**config.mk**
```make
export PLATFORM = sky130hd
export DESIGN_NAME = video_noise_gen
export DESIGN_NICKNAME = d
export VERILOG_FILES = /design/src/rtl/video_noise_pkg.sv /design/src/rtl/video_noise_gen_lfsr.sv /design/src/rtl/video_noise_gen.sv
export SDC_FILE = /design/constraint.sdc
export NUM_CORES = 1
export LEC_CHECK = 0
export BUFFER_PORTS_ARGS = -buffer_cell sky130_fd_sc_hd__buf_2
export CAP_MARGIN = 20
export CORE_MARGIN = 8
export CORE_UTILIZATION = 60
export DETAILED_ROUTE_END_ITERATION = 10
export PLACE_DENSITY = 0.78
export SYNTH_ARGS = -nofsm -noshare
export SYNTH_HDL_FRONTEND = slang
export SYNTH_SLANG_ARGS = --single-unit
export TNS_END_PERCENT = 20
```
**constraint.sdc**
```tcl
create_clock -name clk -period 3.75 [get_ports clk]
set_input_delay 0.5625 -clock clk [delete_from_list [all_inputs] [get_ports clk]]
set_output_delay 0.5625 -clock clk [all_outputs]
set_load 0.05 [all_outputs]
```
**src/rtl/video_noise_pkg.sv**
```systemverilog
// video_noise_pkg: shared constants, mode type and LFSR helpers for video_noise_gen.
//   LFSR_TAPS : Galois feedback taps (shift right, XOR taps when LSB is 1)
//   SEED_STEP : per-channel seed offset
//   vmode_t   : frame-latched mode {pal, sd}
//   lfsr_next : one LFSR step
//   lfsr_seed : seed for channel idx
package video_noise_pkg;

    localparam logic [15:0] LFSR_TAPS = 16'hB400;
    localparam logic [15:0] SEED_STEP = 16'h1357;

    typedef struct packed {
        logic pal;
        logic sd;
    } vmode_t;

    function automatic logic [15:0] lfsr_next(input logic [15:0] s);
        return (s >> 1) ^ (s[0] ? LFSR_TAPS : 16'h0000);
    endfunction

    // An all-zero state would lock the LFSR up, so it is replaced with 1.
    function automatic logic [15:0] lfsr_seed(input logic [15:0] base, input int idx);
        logic [15:0] s;
        s = base ^ (16'(idx) * SEED_STEP);
        return (s == 16'h0000) ? 16'h0001 : s;
    endfunction

endpackage

```
**src/rtl/video_noise_gen_lfsr.sv**
```systemverilog
// video_noise_lfsr: one 16-bit Galois noise LFSR with a line snapshot for replay.
//   clk, reset_n : clock, asynchronous active-low reset (loads seed)
//   seed         : reset value of state and snapshot
//   step         : advance one LFSR step
//   save         : copy current state into the snapshot
//   restore      : reload state from the snapshot (wins over step)
//   state        : current LFSR state
module video_noise_lfsr
    import video_noise_pkg::*;
(
    input  logic        clk,
    input  logic        reset_n,
    input  logic [15:0] seed,
    input  logic        step,
    input  logic        save,
    input  logic        restore,
    output logic [15:0] state
);

    logic [15:0] snap;

    always_ff @(posedge clk or negedge reset_n) begin
        if (!reset_n) begin
            state <= seed;
            snap  <= seed;
        end else begin
            if (save) snap <= state;
            if (restore) state <= snap;
            else if (step) state <= lfsr_next(state);
        end
    end

endmodule

```
**src/rtl/video_noise_gen.sv**
```systemverilog
// video_noise_gen: 15/31 kHz NTSC/PAL raster timing with CHANNELS LFSR noise channels.
//   clk, reset_n    : clock, asynchronous active-low reset
//   pal, scandouble : video mode, latched at the frame boundary
//   freeze          : hold all LFSRs
//   chan_en         : per-channel enable (disabled channel outputs 0)
//   pattern         : colour-bar select, only when VNG_PATTERN_EN is defined
//   ce_pix          : pixel clock enable, one clk wide
//   hcount, vcount  : registered raster position
//   HBlank, HSync, VBlank, VSync : registered timing, active high
//   video           : CHANNELS x COLOR_W pixels, channel 0 in the LSBs
// Optional feature macro: VNG_PATTERN_EN (8 vertical colour bars).
module video_noise_gen
    import video_noise_pkg::*;
#(
    parameter int          COLOR_W  = 8,
    parameter int          CHANNELS = 3,
    parameter int          CE_DIV   = 8,
    parameter int          H_ACTIVE = 320,
    parameter int          H_FP     = 8,
    parameter int          H_SYNC   = 32,
    parameter int          H_BP     = 40,
    parameter int          V_ACT_N  = 240,
    parameter int          V_BP_N   = 16,
    parameter int          V_ACT_P  = 288,
    parameter int          V_BP_P   = 18,
    parameter int          V_FP     = 3,
    parameter int          V_SYNC   = 3,
    parameter logic [15:0] SEED     = 16'hACE1
) (
    input  logic                         clk,
    input  logic                         reset_n,
    input  logic                         pal,
    input  logic                         scandouble,
    input  logic                         freeze,
    input  logic [CHANNELS-1:0]          chan_en,
`ifdef VNG_PATTERN_EN
    input  logic                         pattern,
`endif
    output logic                         ce_pix,
    output logic [8:0]                   hcount,
    output logic [9:0]                   vcount,
    output logic                         HBlank,
    output logic                         HSync,
    output logic                         VBlank,
    output logic                         VSync,
    output logic [CHANNELS*COLOR_W-1:0]  video
);

    localparam int DW  = $clog2(CE_DIV);
    localparam int VTN = V_ACT_N + V_FP + V_SYNC + V_BP_N;
    localparam int VTP = V_ACT_P + V_FP + V_SYNC + V_BP_P;

    localparam logic [DW-1:0] DIV_LAST   = DW'(CE_DIV - 1);
    localparam logic [DW-1:0] DIV_LAST_D = DW'(CE_DIV / 2 - 1);
    localparam logic [8:0]    H_LAST     = 9'(H_ACTIVE + H_FP + H_SYNC + H_BP - 1);
    localparam logic [8:0]    H_ACT      = 9'(H_ACTIVE);
    localparam logic [8:0]    HS_BEG     = 9'(H_ACTIVE + H_FP);
    localparam logic [8:0]    HS_END     = 9'(H_ACTIVE + H_FP + H_SYNC);
    localparam logic [9:0]    VN_LAST    = 10'(VTN - 1);
    localparam logic [9:0]    VN_LAST_D  = 10'(2 * VTN - 1);
    localparam logic [9:0]    VP_LAST    = 10'(VTP - 1);
    localparam logic [9:0]    VP_LAST_D  = 10'(2 * VTP - 1);
    localparam logic [9:0]    VS_BEG     = 10'(V_FP);
    localparam logic [9:0]    VS_END     = 10'(V_FP + V_SYNC);

    vmode_t                        mode;
    logic [DW-1:0]                 div;
    logic [8:0]                    h;
    logic [9:0]                    v;
    logic [9:0]                    v_last;
    logic [9:0]                    v_act;
    logic [9:0]                    line;
    logic                          h_wrap;
    logic                          v_wrap;
    logic                          h_blank;
    logic                          v_blank;
    logic                          step;
    logic                          save;
    logic                          restore;
    logic [CHANNELS*16-1:0]        states;
    logic [CHANNELS*COLOR_W-1:0]   pix;
    logic                          unused_state;

    assign ce_pix  = div == (mode.sd ? DIV_LAST_D : DIV_LAST);
    assign v_last  = mode.pal ? (mode.sd ? VP_LAST_D : VP_LAST) : (mode.sd ? VN_LAST_D : VN_LAST);
    assign v_act   = mode.pal ? 10'(V_ACT_P) : 10'(V_ACT_N);
    assign line    = mode.sd ? (v >> 1) : v;
    assign h_wrap  = h == H_LAST;
    assign v_wrap  = v == v_last;
    assign h_blank = h >= H_ACT;
    assign v_blank = line >= v_act;
    assign step    = ce_pix & ~h_blank & ~v_blank & ~freeze;
    // Scandoubled lines are shown twice: the even line snapshots the LFSRs at
    // its start and restores them at its end, so the odd line regenerates it.
    assign save    = ce_pix & mode.sd & ~v[0] & (h == 9'd0);
    assign restore = ce_pix & mode.sd & ~v[0] & h_wrap;
    assign unused_state = ^states;

`ifdef VNG_PATTERN_EN
    logic [2:0] bar;
    assign bar = 3'(h / 9'(H_ACTIVE / 8));
`endif

    for (genvar i = 0; i < CHANNELS; i++) begin : g_ch
        logic [COLOR_W-1:0] src;
        video_noise_lfsr u_lfsr (
            .clk     (clk),
            .reset_n (reset_n),
            .seed    (lfsr_seed(SEED, i)),
            .step    (step),
            .save    (save),
            .restore (restore),
            .state   (states[i*16 +: 16])
        );
`ifdef VNG_PATTERN_EN
        assign src = pattern ? {COLOR_W{bar[i % 3]}} : states[i*16 + 15 -: COLOR_W];
`else
        assign src = states[i*16 + 15 -: COLOR_W];
`endif
        assign pix[i*COLOR_W +: COLOR_W] = (chan_en[i] & ~h_blank & ~v_blank) ? src : '0;
    end

    always_ff @(posedge clk or negedge reset_n) begin
        if (!reset_n) begin
            div    <= '0;
            h      <= '0;
            v      <= '0;
            mode   <= '0;
            hcount <= '0;
            vcount <= '0;
            HBlank <= 1'b0;
            HSync  <= 1'b0;
            VBlank <= 1'b0;
            VSync  <= 1'b0;
            video  <= '0;
        end else begin
            div <= ce_pix ? '0 : div + 1'b1;
            if (ce_pix) begin
                h <= h_wrap ? 9'd0 : h + 9'd1;
                if (h_wrap) begin
                    v <= v_wrap ? 10'd0 : v + 10'd1;
                    if (v_wrap) mode <= vmode_t'({pal, scandouble});
                end
                hcount <= h;
                vcount <= v;
                HBlank <= h_blank;
                HSync  <= h >= HS_BEG && h < HS_END;
                VBlank <= v_blank;
                VSync  <= line >= v_act + VS_BEG && line < v_act + VS_END;
                video  <= pix;
            end
        end
    end

endmodule

```
==> Implementation_results.wiki, run 1 <==
{| class="wikitable"
! Metric !! Value
|-
| Cells after synthesis || 652
|-
| Clock slew seen by the registers of the worst setup and hold paths || 60 ps
|-
| Grt total ovfl || 0
|-
| Final hold violation count || 0
|-
| Floorplan core area || 0.0124 mm²
|-
| Worst Path Required || 3190 ps
|-
| Post-Route WL || 15.4 mm
|-
| CTS Root Cell || sky130_fd_sc_hd__clkbuf_16
|-
| Total via count in the routed design || 5,085
|-
| Kind of capture point of the worst setup path || primary output
|-
| Warning count from the yosys run || 0
|-
| Count of buffers inserted at the top-level ports || 55
|-
| Weighted congestion reported at the end of routability-driven placement || 0.864
|-
| Tightest Pin Transition || 671 ps
|-
| Number of buffers inserted by hold repair at cts || 0
|-
| Slowest Stage Delay on Critical Path || 680 ps
|-
| Worst clock skew on the final layout || 8.64 ps
|-
| Fill cell instance count of the final layout || 925
|-
| Tcrit/Tclk final || 0.866
|-
| Initial Util || 0.603
|-
| Total design power || 4.08 mW
|-
| Total nets after synthesis || 670
|-
| Number of nets at the end of the flow || 713
|-
| Sequential-to-total area share from yosys stat || 0.568
|-
| Total of endpoints with negative setup slack in the final report || 0
|-
| CP Buf/Inv Count || 3
|-
| Die Ht || 128 µm
|-
| Clock tree sinks || 167
|-
| Synthesized area || 0.00749 mm²
|-
| Slew Limit Headroom || 0.552
|-
| Full die area || 0.0163 mm²
|-
| Count of max-cap constraint violations || 0
|-
| Initial antenna violation count || 0
|-
| RSZ-0062 raised after global routing || false
|-
| Worst hold path class || in -> async
|-
| Cell Chain, Critical Path || xor2_1, nand2_2, buf_4, inv_1, buf_2
|-
| Count of antenna-violating nets left after detailed routing || 0
|-
| Via count of the first global-routing pass || 5,148
|-
| CTS tree || done
|-
| Arrival time at the worst endpoint || 2690 ps
|-
| Leakage power of the design || 3.97 nW
|-
| Most instantiated library cell after synthesis || sky130_fd_sc_hd__dfrtp_1
|-
| Critical Setup Path Class || reg -> out
|-
| Critical-path cell with the highest stage delay || sky130_fd_sc_hd__dfrtp_1
|-
| Post-Synthesis Mean Instance Area || 11.5 µm²
|-
| Synth top area share || 0.371
|-
| Number of enable flip-flop cells after synthesis || 0
|-
| Sum of negative setup slack || 0 ps
|-
| Inserted Diodes || 0
|-
| Maximum achievable frequency || 308 MHz
|-
| Leading post-synthesis cells by instance count || sky130_fd_sc_hd__dfrtp_1, sky130_fd_sc_hd__nand2_1, sky130_fd_sc_hd__dfstp_2, sky130_fd_sc_hd__mux2_2, sky130_fd_sc_hd__nor2_1
|-
| Register bit total from synthesis || 167
|-
| Fraction of registers with async set/reset || 1.00
|-
| Horizontal extent of the die || 128 µm
|-
| Clock latency on the worst-skew pair || 430 ps
|-
| Via-to-Cell Ratio || 5.78
|-
| Pin count of the biggest net entering global routing || 75
|-
| Post-synthesis cell type count || 48
|-
| Number of buffers inserted to repair setup after CTS || 0
|-
| TritonCTS Buffers || 17
|-
| Detailed placement HPWL || 10.1 mm
|-
| Cell taking the most area after synthesis || sky130_fd_sc_hd__dfrtp_1
|-
| Worst Path Max Fanout || 22
|-
| Main area contributors after synthesis || sky130_fd_sc_hd__dfrtp_1, sky130_fd_sc_hd__dfstp_2, sky130_fd_sc_hd__mux2_2
|-
| Status || finished clean
|-
| Wire length of the first global-routing pass || 26.3 mm
|-
| Post-detailed-route DRC marker count || 0
|-
| Number of violations reported at the end of detailed-routing iteration 0 || 542
|-
| Synthesis-to-layout area growth || 13.7%
|-
| Worst VDD drop || 0.000298 V
|-
| Final max-slew violation count || 0
|-
| Count of H-tree levels built during CTS || 4
|-
| Share of layout cells above drive strength 1 || 0.326
|-
| Total power divided by cell area || 480 mW/mm²
|-
| Site Rows || 41
|-
| Family with the most delay on the worst path || buffers and inverters
|-
| First-pass detailed-route iteration total || 5
|-
| Dominant register cell in the synthesized netlist || sky130_fd_sc_hd__dfrtp_1
|-
| Total of cells resized after clock tree synthesis || 0
|-
| Routed length per placed instance || 17.5 µm
|-
| Worst Setup Start Kind || flip-flop
|-
| Buffer levels on the longest clock path || 2
|-
| Boundary pin count || 56
|-
| Total routing resource utilization after global routing || 0.203
|-
| Min Clock Period, post-route || 3250 ps
|}
## kinds of logic after synthesis
kind of cell    synth area share
buf+inv                   0.0403
mux                        0.120
flops                      0.568
fa+ha+maj                 0.0167
compound gates             0.121
simple gates               0.112
xor+xnor                  0.0222
## metal layers
metal  track usage  share of wire  up-vias
li1              -              -     2364
met1         0.274           0.45     2571
met2         0.309           0.49      132
met3        0.0528          0.054       18
met4        0.0797          0.014        0
met5             0              0        -
## stage by stage
stage               hold slack (ps)  instance area (µm²)  std cells  setup slack (ps)  utilization
finish                          128                 8510        880               501        0.686
global route                    174                 8510        880               292        0.686
CTS                             146                 8510        880               496        0.686
detailed placement              425                 7900        848               798        0.636
global placement                421                 7900        848               901        0.636
floorplan                       267                 7490        652              1150            -
## state kept, by name, indices dropped and copies added (netlist names)
register / cells
h: 9
mode: 2
g_ch.u_lfsr.snap: 48
VBlank: 1
VSync: 1
vcount: 10
video: 24
g_ch.u_lfsr.state: 48
HSync: 1
hcount: 9
div: 3
HBlank: 1
v: 10
## cell type report
type | count | area, µm² | share of cell area
sequential | 167 | 4250 | 0.499
multi-input combinational | 419 | 2960 | 0.347
clock buffer | 23 | 531 | 0.0623
timing repair buffer | 72 | 409 | 0.0481
tap | 172 | 215 | 0.0253
clock inverter | 9 | 85.1 | 0.00999
inverter | 18 | 67.6 | 0.00794
## power breakdown
part	switching, mW	internal [mW]
Clock	0.700	1.06
Combinational	0.192	0.105
Sequential	0.0924	1.93
Total	0.984	3.10
## placed cells by master (no fill, tap or decap), types with 14 or more instances in the layout
cell                        Yosys  routed
sky130_fd_sc_hd__nand2_1       75      74
sky130_fd_sc_hd__dfrtp_1      111     111
sky130_fd_sc_hd__clkbuf_16      0      19
sky130_fd_sc_hd__dfstp_2       56      56
sky130_fd_sc_hd__buf_4          7      17
sky130_fd_sc_hd__mux2i_1       30      30
sky130_fd_sc_hd__a21oi_1       33      33
sky130_fd_sc_hd__a22o_1        24      24
sky130_fd_sc_hd__buf_2          4      54
sky130_fd_sc_hd__nand3_1       15      14
sky130_fd_sc_hd__mux2_2        52      52
sky130_fd_sc_hd__o21ai_0       26      26
sky130_fd_sc_hd__nand2b_1      14      14
sky130_fd_sc_hd__nor2_1        46      45
sky130_fd_sc_hd__inv_1         18      18
## worst paths after layout
kind / to / start / depth (start not counted) / slack, ps
worst min-delay path: hcount[3] / reset_n / 1 / 130
worst max-delay path: ce_pix / mode[0] / 5 / 500
worst max register to register: g_ch[0].u_lfsr.snap[1] / mode[0] / 6 / 790
max in group asynchronous: VSync / reset_n / 2 / 2790
worst min register to register: div[0] / div[0] / 1 / 440
min in group clk: mode[1] / pal / 2 / 390
No activity file was read; power rests on OpenSTA's default activity.
==> run 2, diff against run 1 <==
--- a/config.mk
+++ b/config.mk
@@ -5,6 +5,7 @@
 export SDC_FILE = /design/constraint.sdc
 export NUM_CORES = 1
 export LEC_CHECK = 0
+export ABC_AREA = 0
 export BUFFER_PORTS_ARGS = -buffer_cell sky130_fd_sc_hd__buf_2
 export CAP_MARGIN = 20
 export CORE_MARGIN = 8
==> constraint.sdc (replaced) <==
create_clock -name clk -period 3.75 [get_ports clk]
set_input_delay 0.5625 -clock clk [delete_from_list [all_inputs] [get_ports clk]]
set_output_delay 0.5625 -clock clk [all_outputs]
set_load 0.1 [all_outputs]
==> run 2 against run 1 <==
Compared with the run above: non-clock buffer count decreased by 3; global-route usage decreased by 0.21 points; sequential cell count unchanged; sequential share of layout area increased by 0.22 points; combinational power increased by 35%; maximum frequency increased by 7.9%; worst hold slack improved by 48 ps; clock power decreased by 5%; count of clock-buffer cells in the layout increased by 1; first-iteration DRC count decreased by 26%; setup slack improved by 240 ps; wire length decreased by 1.0%.
==> Implementation_results.wiki, run 2 (synthesis results as in run 1) <==
{| class="wikitable"
! Metric !! Value
|-
| Total of cells resized after clock tree synthesis || 0 (unchanged)
|-
| Clock tree sinks || 167 (unchanged)
|-
| Most frequent cells in the layout || sky130_fd_sc_hd__dfrtp_1, sky130_fd_sc_hd__nand2_1, sky130_fd_sc_hd__dfstp_2 (unchanged)
|-
| Count of buffers inserted at the top-level ports || 55 (unchanged)
|-
| Maximum achievable frequency || 332 MHz (was 308 MHz)
|-
| Wire length of the first global-routing pass || 25.8 mm (was 26.3 mm)
|-
| Share of layout cells above drive strength 1 || 0.319 (was 0.326)
|-
| Worst Path Required || 3190 ps (about the same)
|-
| Met3 routed wirelength || 780 µm (was 829 µm)
|-
| Critical-path cell with the highest stage delay || sky130_fd_sc_hd__dfrtp_1 (unchanged)
|-
| Clock slew seen by the registers of the worst setup and hold paths || 60 ps (about the same)
|-
| Via-to-Cell Ratio || 5.69 (was 5.78)
|-
| Post-Place Worst Slack || 774 ps (was 798 ps)
|-
| Uppermost layer routed || met4 (unchanged)
|-
| Cell Chain, Critical Path || xor2_1, nand2_2, inv_1, buf_2 (was xor2_1, nand2_2, buf_4, inv_1, buf_2)
|-
| Slowest Stage Delay on Critical Path || 680 ps (about the same)
|-
| Launch point of the critical path || mode[0] (unchanged)
|-
| Tcrit/Tclk final || 0.803 (was 0.866)
|-
| Total design power || 4.09 mW (was 4.08 mW)
|-
| Slew Limit Headroom || 0.492 (was 0.552)
|-
| Largest registers || g_ch.u_lfsr.snap: 48 flops, g_ch.u_lfsr.state: 48 flops, video: 24 flops (unchanged)
|-
| Site Rows || 41 (unchanged)
|-
| Pint || 3.00 mW (was 3.10 mW)
|-
| Number of nets at the end of the flow || 710 (was 713)
|-
| Pin count of the biggest net entering global routing || 86 (was 75)
|-
| Tightest Pin Transition || 762 ps (was 671 ps)
|-
| Launching point of the worst reg2reg path || mode[0] (unchanged)
|-
| Worst clock skew on the final layout || 9.99 ps (was 8.64 ps)
|-
| First-pass detailed-route iteration total || 4 (was 5)
|-
| Total routing resource utilization after global routing || 0.201 (was 0.203)
|-
| End point of the critical path || ce_pix (unchanged)
|-
| Total power divided by cell area || 483 mW/mm² (was 480 mW/mm²)
|-
| Leading cell type in the layout, fill and taps excluded || sky130_fd_sc_hd__dfrtp_1 (unchanged)
|-
| Die Ht || 128 µm (unchanged)
|-
| Full die area || 0.0163 mm² (unchanged)
|-
| Total number of cells along the worst setup path || 4 (was 5)
|-
| Sum of negative setup slack || 0 ps (unchanged)
|-
| Family with the most delay on the worst path || flip-flops (was buffers and inverters)
|-
| Clock latency on the worst-skew pair || 420 ps (was 430 ps)
|-
| Count of max-cap constraint violations || 0 (unchanged)
|-
| CTS Root Cell || sky130_fd_sc_hd__clkbuf_16 (unchanged)
|-
| Total via count in the routed design || 4,989 (was 5,085)
|-
| Status || finished clean (unchanged)
|-
| Arrival time at the worst endpoint || 2450 ps (was 2690 ps)
|-
| Met2 wire length || 7.43 mm (was 7.51 mm)
|-
| Switching part of the total power || 0.266 (was 0.241)
|-
| Worst Setup Start Kind || flip-flop (unchanged)
|-
| Length in cells of the worst reg-to-reg path || 9 (was 6)
|-
| Switching pwr || 1.09 mW (was 0.984 mW)
|-
| Placement Cell Area || 0.00790 mm² (about the same)
|-
| Min Clock Period, post-route || 3010 ps (was 3250 ps)
|-
| Final max-slew violation count || 0 (unchanged)
|-
| Count of antenna-violating nets left after detailed routing || 0 (unchanged)
|-
| Reg-to-reg slack, setup || 760 ps (was 790 ps)
|-
| Final hold violation count || 0 (unchanged)
|-
| Final core utilization || 0.683 (was 0.686)
|-
| Comb power frac || 0.098 (was 0.073)
|-
| RSZ-0062 raised after global routing || false (unchanged)
|-
| Floorplan core area || 0.0124 mm² (unchanged)
|-
| Detailed placement HPWL || 9.95 mm (was 10.1 mm)
|-
| Via count of the first global-routing pass || 5,097 (was 5,148)
|-
| Non-Filler Instances || 877 (was 880)
|-
| Total of endpoints with negative setup slack in the final report || 0 (unchanged)
|-
| Final std cell area, no fill || 0.00848 mm² (was 0.00851 mm²)
|-
| Routed length on met1 || 6.81 mm (was 6.87 mm)
|-
| Kind of capture point of the worst setup path || primary output (unchanged)
|-
| Critical Setup Path Class || reg -> out (unchanged)
|-
| Worst-case setup margin in the final layout || 739 ps (was 501 ps)
|-
| Synthesis-to-layout area growth || 13.2% (was 13.7%)
|-
| CTS tree || done (unchanged)
|-
| Count of H-tree levels built during CTS || 4 (unchanged)
|-
| Routed length per placed instance || 17.4 µm (was 17.5 µm)
|-
| Leakage power of the design || 3.93 nW (was 3.97 nW)
|-
| Weighted congestion reported at the end of routability-driven placement || 0.832 (was 0.864)
|-
| Post-detailed-route DRC marker count || 0 (unchanged)
|-
| Worst VDD drop || 0.000311 V (was 0.000298 V)
|-
| Initial antenna violation count || 0 (unchanged)
|-
| Number of instances in the placed design || 845 (was 848)
|-
| TritonCTS Buffers || 17 (unchanged)
|-
| Inserted Diodes || 0 (unchanged)
|-
| Grt total ovfl || 0 (unchanged)
|-
| Share of power burned in the clock network || 0.408 (was 0.432)
|-
| Buffer levels on the longest clock path || 2 (unchanged)
|-
| Number of buffers inserted by hold repair at cts || 0 (unchanged)
|-
| Worst hold path class || in -> async (unchanged)
|-
| Boundary pin count || 56 (unchanged)
|-
| End of the worst register-to-register path || g_ch[0].u_lfsr.state[9] (was g_ch[0].u_lfsr.snap[1])
|-
| Sequential share of power || 0.494 (was 0.495)
|-
| Initial Util || 0.603 (unchanged)
|-
| Smallest hold slack || 176 ps (was 128 ps)
|-
| Number of buffers inserted to repair setup after CTS || 0 (unchanged)
|-
| Number of violations reported at the end of detailed-routing iteration 0 || 402 (was 542)
|-
| Horizontal extent of the die || 128 µm (unchanged)
|-
| Worst Path Max Fanout || 18 (was 22)
|-
| Post-Route WL || 15.3 mm (was 15.4 mm)
|-
| CP Buf/Inv Count || 2 (was 3)
|}
-- run 2: layout make-up --
class	count	area, µm²
inverter	18	67.6
tap	172	215
fill	900	3940
timing repair buffer	69	412
clock buffer	24	514
sequential	167	4250
multi-input combinational	419	2960
clock inverter	8	61.3
-- run 2: how the worst min path moves through the flow --
stage                      endpoint  startpoint  slack, ps  cells past startpoint
after CTS                 hcount[4]     reset_n        210                      1
final                     hcount[4]     reset_n        180                      1
after global placement       div[0]      div[0]        420                      1
after detailed placement     div[0]      div[0]        430                      1
after floorplan              HBlank     reset_n        270                      0
after global routing      hcount[4]     reset_n        240                      1
-- run 2: power groups by stage --
stage          Sequential (mW)  Clock [mW]  Combinational (mW)
6_report                  2.02        1.67               0.401
5_1_grt                   2.04        1.77               0.429
4_1_cts                   2.02        1.69               0.407
3_5_place_dp              2.05           0               0.405
3_3_place_gp              2.04           0               0.395
2_1_floorplan             2.21           0               0.119
-- run 2: metal layers --
layer	vias up	global-route usage
met5	-	0
met4	0	0.0895
met3	20	0.0462
met2	113	0.313
met1	2494	0.265
li1	2362	-
==> run 3, diff against run 2 <==
--- a/config.mk
+++ b/config.mk
@@ -9,9 +9,9 @@
 export BUFFER_PORTS_ARGS = -buffer_cell sky130_fd_sc_hd__buf_2
 export CAP_MARGIN = 20
 export CORE_MARGIN = 8
-export CORE_UTILIZATION = 60
+export CORE_UTILIZATION = 54
 export DETAILED_ROUTE_END_ITERATION = 10
-export PLACE_DENSITY = 0.78
+export PLACE_DENSITY = 0.74
 export SYNTH_ARGS = -nofsm -noshare
 export SYNTH_HDL_FRONTEND = slang
 export SYNTH_SLANG_ARGS = --single-unit
==> constraint.sdc (replaced) <==
create_clock -name clk -period 2.5 [get_ports clk]
set_input_delay 0.375 -clock clk [delete_from_list [all_inputs] [get_ports clk]]
set_output_delay 0.375 -clock clk [all_outputs]
set_load 0.1 [all_outputs]
==> run 3 against run 2 <==
Compared with the run above: critical path depth grew 4; combinational power rose by 52%; die area increased by 9.7%; final cell count up 5.1%; setup slack got worse by 690 ps; highest routed layer unchanged.
==> Implementation_results.wiki, run 3 (synthesis results as in run 1) <==
{| class="wikitable"
! Metric !! Value
|-
| TritonCTS Buffers || 17 (unchanged)
|-
| Worst clock skew on the final layout || 6.07 ps (was 9.99 ps)
|-
| Post-detailed-route DRC marker count || 0 (unchanged)
|-
| Pin count of the biggest net entering global routing || 66 (was 86)
|-
| Status || finished clean (unchanged)
|-
| Launching point of the worst reg2reg path || mode[0] (unchanged)
|-
| Total power divided by cell area || 700 mW/mm² (was 483 mW/mm²)
|-
| Kind of capture point of the worst setup path || flip-flop (was primary output)
|-
| Number of violations reported at the end of detailed-routing iteration 0 || 377 (was 402)
|-
| Leakage power of the design || 4.17 nW (was 3.93 nW)
|-
| CP Buf/Inv Count || 3 (was 2)
|-
| Count of H-tree levels built during CTS || 4 (unchanged)
|-
| Worst Path Max Fanout || 14 (was 18)
|-
| Routed length per placed instance || 18.2 µm (was 17.4 µm)
|-
| Die Ht || 134 µm (was 128 µm)
|-
| Clock slew seen by the registers of the worst setup and hold paths || 60 ps (about the same)
|-
| End point of the worst hold path || mode[0]
|-
| Fill cell instance count of the final layout || 1,067 (was 900)
|-
| Number of nets at the end of the flow || 747 (was 710)
|-
| Site Rows || 43 (was 41)
|-
| Launch point of the critical path || mode[0] (unchanged)
|-
| Dominant cell type by count on the critical path || sky130_fd_sc_hd__buf_12
|-
| RSZ-0062 raised after global routing || true (was false)
|-
| Final max-slew violation count || 0 (unchanged)
|-
| Non-Filler Instances || 922 (was 877)
|-
| Arrival time at the worst endpoint || 2750 ps (was 2450 ps)
|-
| Worst Path Required || 2800 ps (was 3190 ps)
|-
| CTS tree || done (unchanged)
|-
| First-pass detailed-route iteration total || 5 (was 4)
|-
| Cell Chain, Critical Path || buf_4, mux2_4, o41ai_4, a211oi_4, buf_12, or2_4, buf_12, o221a_2 (was xor2_1, nand2_2, inv_1, buf_2)
|-
| Horizontal extent of the die || 134 µm (was 128 µm)
|-
| Worst VDD drop || 0.000452 V (was 0.000311 V)
|-
| Via count of the first global-routing pass || 5,276 (was 5,097)
|-
| Family with the most delay on the worst path || compound AO/OA/AOI/OAI gates (was flip-flops)
|-
| Tcrit/Tclk final || 0.980
|-
| Worst Setup Start Kind || flip-flop (unchanged)
|-
| Min Clock Period, post-route || 2450 ps
|-
| Via-to-Cell Ratio || 5.65 (was 5.69)
|-
| Synthesis-to-layout area growth || 19.9% (was 13.2%)
|-
| Length in cells of the worst reg-to-reg path || 8 (was 9)
|-
| Worst hold path class || in -> reg (was in -> async)
|-
| Maximum achievable frequency || 408 MHz
|-
| Reg-to-reg slack, setup || 50 ps (was 760 ps)
|-
| Share of layout cells above drive strength 1 || 0.364 (was 0.319)
|-
| Initial Util || 0.546 (was 0.603)
|-
| Count of max-cap constraint violations || 0 (unchanged)
|-
| Total of endpoints with negative setup slack in the final report || 0 (unchanged)
|-
| Worst-case setup margin in the final layout || 50.7 ps (was 739 ps)
|-
| End of the worst register-to-register path || g_ch[0].u_lfsr.state[1] (was g_ch[0].u_lfsr.state[9])
|-
| Full die area || 0.0179 mm² (was 0.0163 mm²)
|-
| Wire length of the first global-routing pass || 27.3 mm (was 25.8 mm)
|-
| CTS Root Cell || sky130_fd_sc_hd__clkbuf_16 (unchanged)
|-
| Clock tree sinks || 167 (unchanged)
|-
| Tightest Pin Transition || 602 ps (was 762 ps)
|-
| Critical Setup Path Class || reg -> reg (was reg -> out)
|-
| Boundary pin count || 56 (unchanged)
|-
| Total via count in the routed design || 5,205 (was 4,989)
|-
| Clock latency on the worst-skew pair || 420 ps (about the same)
|-
| Count of antenna-violating nets left after detailed routing || 0 (unchanged)
|-
| Number of cells on the worst hold path || 2
|-
| Post-Route WL || 16.8 mm (was 15.3 mm)
|-
| Start point of the worst hold path || scandouble
|-
| Floorplan core area || 0.0137 mm² (was 0.0124 mm²)
|-
| Number of instances in the placed design || 882 (was 845)
|-
| Buffer levels on the longest clock path || 2 (unchanged)
|-
| Post-Place Worst Slack || -76.4 ps (was 774 ps)
|-
| Most frequent cells in the layout || sky130_fd_sc_hd__dfrtp_1, sky130_fd_sc_hd__nand2_1, sky130_fd_sc_hd__dfstp_2 (unchanged)
|-
| Smallest hold slack || 214 ps (was 176 ps)
|-
| Final hold violation count || 0 (unchanged)
|-
| Slowest Stage Delay on Critical Path || 470 ps (was 680 ps)
|-
| Count of buffers inserted at the top-level ports || 55 (unchanged)
|-
| Inserted Diodes || 0 (unchanged)
|-
| Total routing resource utilization after global routing || 0.192 (was 0.201)
|-
| Grt total ovfl || 0 (unchanged)
|-
| Critical-path cell with the highest stage delay || sky130_fd_sc_hd__dfrtp_2 (was sky130_fd_sc_hd__dfrtp_1)
|-
| Largest registers || g_ch.u_lfsr.snap: 48 flops, g_ch.u_lfsr.state: 48 flops, video: 24 flops (unchanged)
|-
| Slew Limit Headroom || 0.598 (was 0.492)
|-
| Detailed placement HPWL || 10.9 mm (was 9.95 mm)
|-
| Weighted congestion reported at the end of routability-driven placement || 0.887 (was 0.832)
|-
| Initial antenna violation count || 0 (unchanged)
|-
| Leading cell type in the layout, fill and taps excluded || sky130_fd_sc_hd__dfrtp_1 (unchanged)
|}
-- run 3: power breakdown --
part           switching (mW)  internal (mW)
Clock                    1.10           1.54
Combinational           0.448          0.162
Sequential              0.138           2.89
Total                    1.69           4.60
-- run 3: how the worst max path moves through the flow --
stage | end | slack [ps] | depth (start not counted)
floorplan | g_ch[1].u_lfsr.state[14] | 0.4 | 11
global placement | video[10] | -10 | 9
detailed placement | video[9] | -80 | 9
CTS | g_ch[0].u_lfsr.state[1] | 2 | 11
global route | g_ch[0].u_lfsr.state[1] | -20 | 9
finish | g_ch[0].u_lfsr.state[1] | 50 | 8
-- run 3: worst register-to-register path, delay by kind of cell, from the launching register on --
family          cells  cell delay, ps
mux                 1             320
simple gates        1             260
compound gates      3             810
buf+inv             3             470
flops               1             470
-- run 3: area by class of cell --
type                       count  area (µm²)  area share
clock buffer                  20         457      0.0509
inverter                      18        71.3     0.00794
tap                          180         225      0.0251
multi-input combinational    419        2980       0.332
sequential                   167        4250       0.473
clock inverter                12         140      0.0156
timing repair buffer         106         855      0.0952
-- run 3: through the flow --
step	utilization	total power [mW]	instance area, µm²	TNS, ps
3_5_place_dp	0.600	3.69	8230	-1570
2_1_floorplan	-	3.50	7490	0
4_1_cts	0.648	6.33	8880	0
3_3_place_gp	0.600	3.67	8230	-80.5
6_report	0.654	6.28	8980	0
5_1_grt	0.654	6.50	8980	-49.8
-- run 3: what timing repair did --
action	4_1_cts	5_1_grt
setup buffers	1	5
endpoints found under the setup margin	44	70
resized for setup	2	7
hold buffers	1	0
pin swaps	2	2
cloned	1	1
endpoints found under the hold margin	33	0
-- run 3: metal layers --
layer	global-route usage	vias to the layer above	part of all wire
li1	-	2437	-
met1	0.251	2611	0.46
met2	0.300	124	0.48
met3	0.0384	33	0.040
met4	0.0905	0	0.023
met5	0	-	0
